## config.mk

```make
export PLATFORM = sky130hd
export DESIGN_NAME = seq_divider
export DESIGN_NICKNAME = d
export VERILOG_FILES = /design/src/rtl/divider_pkg.sv /design/src/rtl/seq_divider_sign_fix.sv /design/src/rtl/seq_divider.sv
export SDC_FILE = /design/constraint.sdc
export NUM_CORES = 1
export LEC_CHECK = 0
export CORE_ASPECT_RATIO = 1.5
export CORE_MARGIN = 2
export CORE_UTILIZATION = 50
export DETAILED_ROUTE_END_ITERATION = 10
export GPL_TIMING_DRIVEN = 0
export PLACE_DENSITY = 0.71
export SLEW_MARGIN = 20
export SYNTH_ARGS = -nofsm -noshare
export SYNTH_HDL_FRONTEND = slang
export SYNTH_SLANG_ARGS = --single-unit
export TNS_END_PERCENT = 20
```

## constraint.sdc

```tcl
create_clock -name clk -period 8.15 [get_ports clk]
set_clock_uncertainty 0.2 [all_clocks]
set_input_delay 1.2225 -clock clk [delete_from_list [all_inputs] [get_ports clk]]
set_output_delay 1.2225 -clock clk [all_outputs]
set_load 0.05 [all_outputs]
```

## src/rtl/divider_pkg.sv

```systemverilog
// Shared types and sign helpers for the sequential divider.
package divider_pkg;

    localparam int unsigned MAX_W  = 64;
    localparam int unsigned MAX_IW = $clog2(MAX_W);

    typedef enum logic [2:0] {
        IDLE,
        LOAD,
        CALC,
        FIX,
        DONE
    } div_state_t;

    // Two's-complement negation; callers truncate to their own width.
    function automatic logic [MAX_W-1:0] negate(input logic [MAX_W-1:0] x);
        return ~x + MAX_W'(1);
    endfunction

    // Magnitude of a w-bit two's-complement value held zero-extended in x.
    function automatic logic [MAX_W-1:0] abs_val(input logic [MAX_W-1:0] x,
                                                 input int unsigned     w);
        return x[MAX_IW'(w - 1)] ? negate(x) : x;
    endfunction

endpackage

```

## src/rtl/seq_divider_sign_fix.sv

```systemverilog
// Applies operand signs to the magnitude quotient/remainder and detects MIN/-1 overflow.
module div_sign_fix
    import divider_pkg::*;
#(
    parameter int unsigned W = 16
) (
    input  logic [W-1:0] i_q_mag,
    input  logic [W-1:0] i_r_mag,
    input  logic         i_sign_dvd,
    input  logic         i_sign_dvs,
    input  logic         i_signed_mode,
    output logic [W-1:0] o_quotient_c,
    output logic [W-1:0] o_remainder_c,
    output logic         o_overflow_c
);

    localparam logic [W-1:0] MIN_VAL = {1'b1, {(W-1){1'b0}}};

    logic w_neg_q;
    logic w_neg_r;

    assign w_neg_q = i_signed_mode & (i_sign_dvd ^ i_sign_dvs);
    assign w_neg_r = i_signed_mode & i_sign_dvd;

    assign o_quotient_c  = w_neg_q ? W'(negate(MAX_W'(i_q_mag))) : i_q_mag;
    assign o_remainder_c = w_neg_r ? W'(negate(MAX_W'(i_r_mag))) : i_r_mag;

    // A positive quotient of magnitude 2^(W-1) is only reachable through MIN/-1.
    assign o_overflow_c = i_signed_mode & ~w_neg_q & (i_q_mag == MIN_VAL);

endmodule

```

## src/rtl/seq_divider.sv

```systemverilog
// Multi-cycle restoring divider: one quotient bit per clock, signed/unsigned, start/done handshake.
module seq_divider
    import divider_pkg::*;
#(
    parameter int unsigned WORD_LENGTH = 16
) (
    input  logic                   clk,
    input  logic                   reset,
    input  logic                   start,
    input  logic                   signed_mode,
    input  logic [WORD_LENGTH-1:0] dividend,
    input  logic [WORD_LENGTH-1:0] divisor,
    output logic                   ready,
    output logic                   busy,
    output logic                   done,
    output logic [WORD_LENGTH-1:0] quotient,
    output logic [WORD_LENGTH-1:0] remainder,
    output logic                   div_by_zero,
    output logic                   overflow
);

    localparam int unsigned W     = WORD_LENGTH;
    localparam int unsigned CNT_W = $clog2(WORD_LENGTH + 1);

    div_state_t       r_state;
    div_state_t       w_next;
    logic [CNT_W-1:0] r_cnt;
    logic             r_signed;
    logic             r_sign_dvd;
    logic             r_sign_dvs;
    logic [W-1:0]     r_dvd_raw;
    logic [W-1:0]     r_dvs_raw;
    logic [W-1:0]     r_dvd;
    logic [W-1:0]     r_dvs_mag;
    logic [W:0]       r_rem;
    logic [W-1:0]     r_quo;
    logic [W-1:0]     r_quotient;
    logic [W-1:0]     r_remainder;
    logic             r_dbz;
    logic             r_ovf;
    logic             r_ready;
    logic             r_busy;
    logic             r_done;

    logic [W-1:0]     w_dvd_mag;
    logic [W-1:0]     w_dvs_mag;
    logic [W:0]       w_shift;
    logic [W+1:0]     w_trial;
    logic             w_trial_neg;
    logic             w_dvs_zero;
    logic [W-1:0]     w_fix_q;
    logic [W-1:0]     w_fix_r;
    logic             w_fix_ovf;

    assign w_dvd_mag   = r_signed ? W'(abs_val(MAX_W'(r_dvd_raw), W)) : r_dvd_raw;
    assign w_dvs_mag   = r_signed ? W'(abs_val(MAX_W'(r_dvs_raw), W)) : r_dvs_raw;
    assign w_dvs_zero  = (r_dvs_raw == '0);
    assign w_shift     = {r_rem[W-1:0], r_dvd[W-1]};
    assign w_trial     = {r_rem, r_dvd[W-1]} - {2'b00, r_dvs_mag};
    assign w_trial_neg = w_trial[W+1];

    div_sign_fix #(.W(W)) u_sign_fix (
        .i_q_mag       (r_quo),
        .i_r_mag       (r_rem[W-1:0]),
        .i_sign_dvd    (r_sign_dvd),
        .i_sign_dvs    (r_sign_dvs),
        .i_signed_mode (r_signed),
        .o_quotient_c  (w_fix_q),
        .o_remainder_c (w_fix_r),
        .o_overflow_c  (w_fix_ovf)
    );

    always_comb begin
        w_next = r_state;
        case (r_state)
            IDLE:    if (start) w_next = LOAD;
            LOAD:    w_next = w_dvs_zero ? FIX : CALC;
            CALC:    if (r_cnt == CNT_W'(W - 1)) w_next = FIX;
            FIX:     w_next = DONE;
            DONE:    w_next = start ? LOAD : IDLE;
            default: w_next = IDLE;
        endcase
    end

    // State register; handshake flags are registered from the next state.
    always_ff @(posedge clk) begin
        if (!reset) begin
            r_state <= IDLE;
            r_ready <= 1'b1;
            r_busy  <= 1'b0;
            r_done  <= 1'b0;
        end else begin
            r_state <= w_next;
            r_ready <= (w_next == IDLE) || (w_next == DONE);
            r_busy  <= (w_next == LOAD) || (w_next == CALC) || (w_next == FIX);
            r_done  <= (w_next == DONE);
        end
    end

    always_ff @(posedge clk) begin
        if (!reset) begin
            r_cnt       <= '0;
            r_signed    <= 1'b0;
            r_sign_dvd  <= 1'b0;
            r_sign_dvs  <= 1'b0;
            r_dvd_raw   <= '0;
            r_dvs_raw   <= '0;
            r_dvd       <= '0;
            r_dvs_mag   <= '0;
            r_rem       <= '0;
            r_quo       <= '0;
            r_quotient  <= '0;
            r_remainder <= '0;
            r_dbz       <= 1'b0;
            r_ovf       <= 1'b0;
        end else begin
            case (r_state)
                IDLE, DONE: begin
                    if (start) begin
                        r_signed   <= signed_mode;
                        r_sign_dvd <= signed_mode & dividend[W-1];
                        r_sign_dvs <= signed_mode & divisor[W-1];
                        r_dvd_raw  <= dividend;
                        r_dvs_raw  <= divisor;
                    end
                end
                LOAD: begin
                    r_dvd     <= w_dvd_mag;
                    r_dvs_mag <= w_dvs_mag;
                    r_rem     <= '0;
                    r_quo     <= '0;
                    r_cnt     <= '0;
                end
                CALC: begin
                    r_rem <= w_trial_neg ? w_shift : w_trial[W:0];
                    r_dvd <= {r_dvd[W-2:0], 1'b0};
                    r_quo <= {r_quo[W-2:0], ~w_trial_neg};
                    r_cnt <= r_cnt + CNT_W'(1);
                end
                FIX: begin
                    if (w_dvs_zero) begin
                        r_quotient  <= '1;
                        r_remainder <= r_dvd_raw;
                        r_dbz       <= 1'b1;
                        r_ovf       <= 1'b0;
                    end else begin
                        r_quotient  <= w_fix_q;
                        r_remainder <= w_fix_r;
                        r_dbz       <= 1'b0;
                        r_ovf       <= w_fix_ovf;
                    end
                end
                default: ;
            endcase
        end
    end

    assign ready       = r_ready;
    assign busy        = r_busy;
    assign done        = r_done;
    assign quotient    = r_quotient;
    assign remainder   = r_remainder;
    assign div_by_zero = r_dbz;
    assign overflow    = r_ovf;

endmodule
```

## Word level (Yosys, flattened, before mapping)

Index checks and enable logic that the tools add are counted.

| storage, ports and cells | value |
|---|---|
| flip-flop bits (word level) | 145 |
| input port bits | 36 |
| output and inout bits | 37 |
| logic and storage cells | 76 |

| operators by class | value |
|---|---|
| add/subtract/negate cells | 6 |
| equality and inequality tests | 10 |
| mux-type cells | 20 |
| bitwise gates (word level) | 13 |
| reduce and logical (&&, ||, !) cells | 9 |

Operator list:

| cell | count |
|---|---|
| 2-to-1 mux 16 bit | 8 |
| adder 16 x 1 -> 16 bit, second input constant | 4 |
| NOT 16 bit | 4 |
| one-hot mux 16 bit (2 select lines) | 2 |
| one-hot mux 17 bit (2 select lines) | 1 |
| subtractor 18 x 16 -> 18 bit | 1 |
| 2-to-1 mux 17 bit | 1 |
| equality test 16 bit, second input constant | 1 |
| zero test 16 bit | 1 |
| one-hot mux 3 bit (5 select lines) | 1 |
| equality test 3 x 2 -> 1 bit, second input constant | 4 |
| one-hot mux 5 bit (2 select lines) | 1 |
| bitwise AND 1 bit | 6 |
| equality test 3 x 1 -> 1 bit, second input constant | 2 |
| equality test 3 bit, second input constant | 2 |
| zero test 3 bit | 2 |
| 2-to-1 mux 3 bit | 2 |
| adder 5 x 1 -> 5 bit, second input constant | 1 |
| equality test 5 x 4 -> 1 bit, second input constant | 1 |
| 2-to-1 mux 1 bit | 4 |
| logical OR 1 bit | 3 |
| NOT 1 bit | 2 |
| AND reduction 2 bit | 1 |
| nonzero test 2 bit | 1 |
| other kinds (2) | 2 |

## Logic depth before layout (Yosys ltp)

| depth | value |
|---|---|
| depth in word-level cells | 6 |
| gate-level depth with buffers | 11 |
| gate-level depth less buffers | 11 |

## By module

A second synthesis with hierarchy kept.

| unflattened totals | value |
|---|---|
| cell total of the unflattened synthesis | 958 |
| area, all modules | 7578.5 um^2 |

By module, submodules not included:

| module | instances | cells an instance | area each (um^2) |
|---|---|---|---|
| seq_divider | 1 | 850 | 6882.9 |
| div_sign_fix | 1 | 108 | 695.7 |

## Worst setup path after synthesis

No wires, ideal clock.

| timing | value |
|---|---|
| path kind | register to register |
| from | register r_dvd[15] |
| to | register r_rem[14] |
| setup time | 0.124 ns |
| arrival | 2.281 ns |
| slack | 5.545 ns |
| stages on the path, launching flop included | 12 |
| path buffers | 0 |
| period minus slack after synthesis | 2.605 ns |
| cells stage by stage | dfxtp_1 -> inv_1 -> ha_1 -> inv_1 -> fa_1 -> a21o_1 -> a221oi_1 -> nor3_1 -> or2_2 -> a31oi_1 -> xor2_1 -> o21ai_0 |

| between the ends | value |
|---|---|
| longest elaborated chain between the ends | 3 |

RTL lines:

| element | line | RTL |
|---|---|---|
| start, declared | seq_divider.sv:33 | `logic [W-1:0] r_dvd;` |
| start signal, assigned | seq_divider.sv:128 | `r_dvd <= w_dvd_mag;` |
| start signal, assigned | seq_divider.sv:136 | `r_dvd <= {r_dvd[W-2:0], 1'b0};` |
| subtractor 18 x 16 -> 18 bit | seq_divider.sv:59 | `assign w_trial = {r_rem, r_dvd[W-1]} - {2'b00, r_dvs_mag};` |
| 2-to-1 mux 17 bit | seq_divider.sv:135 | `r_rem <= w_trial_neg ? w_shift : w_trial[W:0];` |
| one-hot mux 17 bit (2 select lines) | seq_divider.sv:117 | `case (r_state)` |
| end signal, assigned | seq_divider.sv:135 |  |
| end, declared | seq_divider.sv:35 | `logic [W:0] r_rem;` |

Every way passes these cells.
A chain may end at the register's enable or synchronous reset.

## Worst setup path in the final report

| timing | value |
|---|---|
| from | register r_remainder[0], in the netlist remainder[0] |
| to | output remainder[0] |

RTL lines:

| element | line | RTL |
|---|---|---|
| start, declared | seq_divider.sv:38 | `logic [W-1:0] r_remainder;` |
| start signal, assigned | seq_divider.sv:143 | `r_remainder <= r_dvd_raw;` |
| start signal, assigned | seq_divider.sv:148 | `r_remainder <= w_fix_r;` |
| end, declared | seq_divider.sv:17 | `output logic [WORD_LENGTH-1:0] remainder,` |

No word-level cell between the ends.

==> summary.txt <==
Synth
  • Flop and latch count out of synthesis: 145
  • Synth async-reset ratio: 0%
  • Post-synth top area cell: dfxtp_1
  • Mapped cell area: 7606 um2
  • Syn_area_per_cell: 8.170 um2
  • Synth Warn #: 0
  • Register area share after synthesis: 38.16%
  • Top cell type's share of synthesized area: 38.16%
  • Post-Syn Instances: 931
  • Top_reg_cell synth: dfxtp_1
  • EDFF count, synth: 0
  • Synth top area cells: dfxtp_1, nand2_1, xnor2_1
  • Syn_nets: 990
  • Distinct cells, synth: 58

Placed design
  • Port buffer count: 71
  • RePlAce Congestion: 0.9083
  • DP Cell Count: 1201
  • DP HPWL: 15570 um

Detailed routing
  • Initial DRC count: 354
  • Final ANT Viol Nets: 0
  • First drt pass iteration count: 6
  • Via Count: 6944
  • Via-to-Cell Ratio: 5.632
  • WL per Instance: 16.71 um
  • Final wirelength: 20600 um
  • Remaining routing DRC violations: 0

GRT
  • All-Layer GR Usage: 26.14%
  • Congestion Overflow GR: 0
  • Global-route wire length before repair: 33540 um
  • Initial antenna violation count: 0
  • Largest net degree at the start of global routing: 17
  • Vias in the first global route: 6696

Floorplan
  • Total die area: 16240 um2
  • Cell Rows: 55
  • Core area: 15000 um2
  • Vert. Die Dim: 155.1 um
  • Initial core utilization: 50.70%
  • Io pins: 73
  • Die width: 104.7 um

Worst setup path
  • CP Data Required Time: 6730 ps
  • Worst R2R Path Depth: 11
  • Critical path endpoint category: output port
  • Startpoint types: flop
  • Max stage delay cell, worst path: clkdlybuf4s50_1
  • Worst-path cell chain: clkdlybuf4s50_1
  • Buf+Inv Stages, Crit Path: 1
  • Worst r2r dst: r_rem[14]
  • Largest delay contributor family on the critical path: buffers and inverters
  • Worst path max stage delay: 830 ps
  • Critical path depth: 1
  • Worst r2r src: r_dvd[15]
  • Worst Path Class, Setup: reg2out
  • Worst path arrival time: 1640 ps
  • R2R Setup Slk: 5120 ps
  • Critical Path Fanout Max: 2

Clocking
  • Clk_lat worst skew: 430 ps
  • CTS H-tree lvls: 4
  • Cts hold-fix bufs: 0
  • CTS resizes: 0
  • TritonCTS Buffers: 17
  • Max Buffers Root-to-Sink: 2
  • CTS tree: built
  • Clock tree root buffer cell: clkbuf_16
  • # Post-CTS Setup Buffers: 0
  • Clock Sinks: 145
  • CTS clock-pin slew for the worst setup and hold paths: 60 ps

Finish
  • Syn-to-layout area delta: 20.45%
  • Nets: 1080
  • Number of diodes: 0
  • Post-route insts no fill: 1233
  • Commonest non-fill, non-tap cells in the layout: nand2_1, dfxtp_1, clkdlybuf4s50_1
  • Fin util: 61.07%
  • Most common cell after layout, fill and taps aside: nand2_1
  • Share of cells above drive strength 1: 4.642%
  • FILL cells: 1434

STA
  • RSZ-0062 raised after global routing: false
  • Hold slack: 252.2 ps
  • # setup viols final: 0
  • Relative slew margins: 34.28%
  • Worst-margin pin slew: 983.6 ps
  • Setup_tns: 0 ps
  • Max Slew Vio Count: 0
  • Tmin final: 3064 ps
  • Final worst-path cycle share: 37.59%
  • Fmax: 326.4 MHz
  • Hold violation count in the final report: 0

Hold path
  • Hold path depth: 2
  • Hold path startpoint: remainder[6]
  • Hold crit path type: reg2reg
  • Hold path endpoint: remainder[6]

Status
  • Status: finished, final reports clean

Power and ir drop
  • P_leak: 0.003517 uW
  • VDD IR max: 0.1131 mV
  • Pwr Total: 2047 uW
  • PwrDens: 223.5 nW/um2

Flow run
  • Max-Cap Viols: 0
==> report_power, final <==
| group | total [uW] | internal [uW] | leakage, uW | switching [uW] |
|---|---|---|---|---|
| clock network | 799 | 483 | 0.000285 | 316 |
| logic | 474 | 195 | 0.00205 | 279 |
| registers | 775 | 741 | 0.00118 | 33.5 |
==> stage by stage <==
step	instance area (um2)	worst slack (ps)
final	9161	5086
after global routing	9161	4925
after CTS	9161	5092
after detailed placement	8566	4820
after global placement	8566	4827
after floorplan	7606	5545
==> routing by layer <==
metal	up-vias	global-route usage [%]	wire, um
li1	3444	-	-
met3	44	4.231	923
met5	-	0	0
met4	0	12.38	712
met1	3264	28.61	8139
met2	192	48.86	10820
==> logic make-up (layout without fill, tap and decap cells) <==
family / after synthesis / in the layout / share of synthesized area [%]
DFF: 145 / 145 / 38.16
adders and majority gates: 23 / 23 / 3.882
xor gates and xnor gates: 67 / 67 / 7.715
buffers and inverters: 95 / 198 / 5.231
and+or+nand+nor: 312 / 312 / 19.36
AOI/OAI and AO/OA: 275 / 275 / 23.80
muxes: 14 / 14 / 1.842
==> state kept, by name, indices dropped and copies added (netlist names), 3 cells and up <==
signal	count
quotient	16
r_cnt	5
r_dvd	16
r_dvd_raw	16
r_dvs_mag	16
r_dvs_raw	16
r_quo	16
r_rem	17
r_state	3
remainder	16
==> synth_stat cells, types with 4 or more instances <==
master and number:
a21boi_0 41, a21boi_1 5, a21o_1 6, a21oi_1 37
a22oi_1 32, a31oi_1 23, and2_1 21, and3_1 6
buf_6 5, clkbuf_1 50, dfxtp_1 145, ha_1 22
inv_1 34, mux2i_1 14, nand2_1 156, nand3_1 19
nand4_1 4, nor2_1 39, nor2b_1 22, nor3_1 14
nor3b_1 4, nor4_1 5, o211a_1 13, o211ai_1 11
o21a_1 4, o21ai_0 66, o21ai_1 10, o31ai_1 8
xnor2_1 44, xor2_1 23
==> layout make-up <==
type,instances,area (um2),area share [%]
Inverter,34,127.6,1.393
Multi-Input combinational cell,691,4305,47.00
Timing Repair Buffer,71,710.7,7.757
Tap cell,199,249.0,2.718
Buffer,61,270.3,2.950
Clock buffer,20,436.7,4.766
Sequential cell,145,2903,31.69
Clock inverter,12,158.9,1.734
==> worst max path at each step <==
stage | startpoint | to | slack, ps
floorplan | r_dvd[15] | r_rem[14] | 5550
finish | remainder[0] | remainder[0] | 5090
global placement | start | r_dvd_raw[3] | 4830
CTS | remainder[0] | remainder[0] | 5090
detailed placement | start | r_dvs_raw[14] | 4820
global route | r_dvd[15] | r_rem[14] | 4920
(Power assumes the default switching activity.)
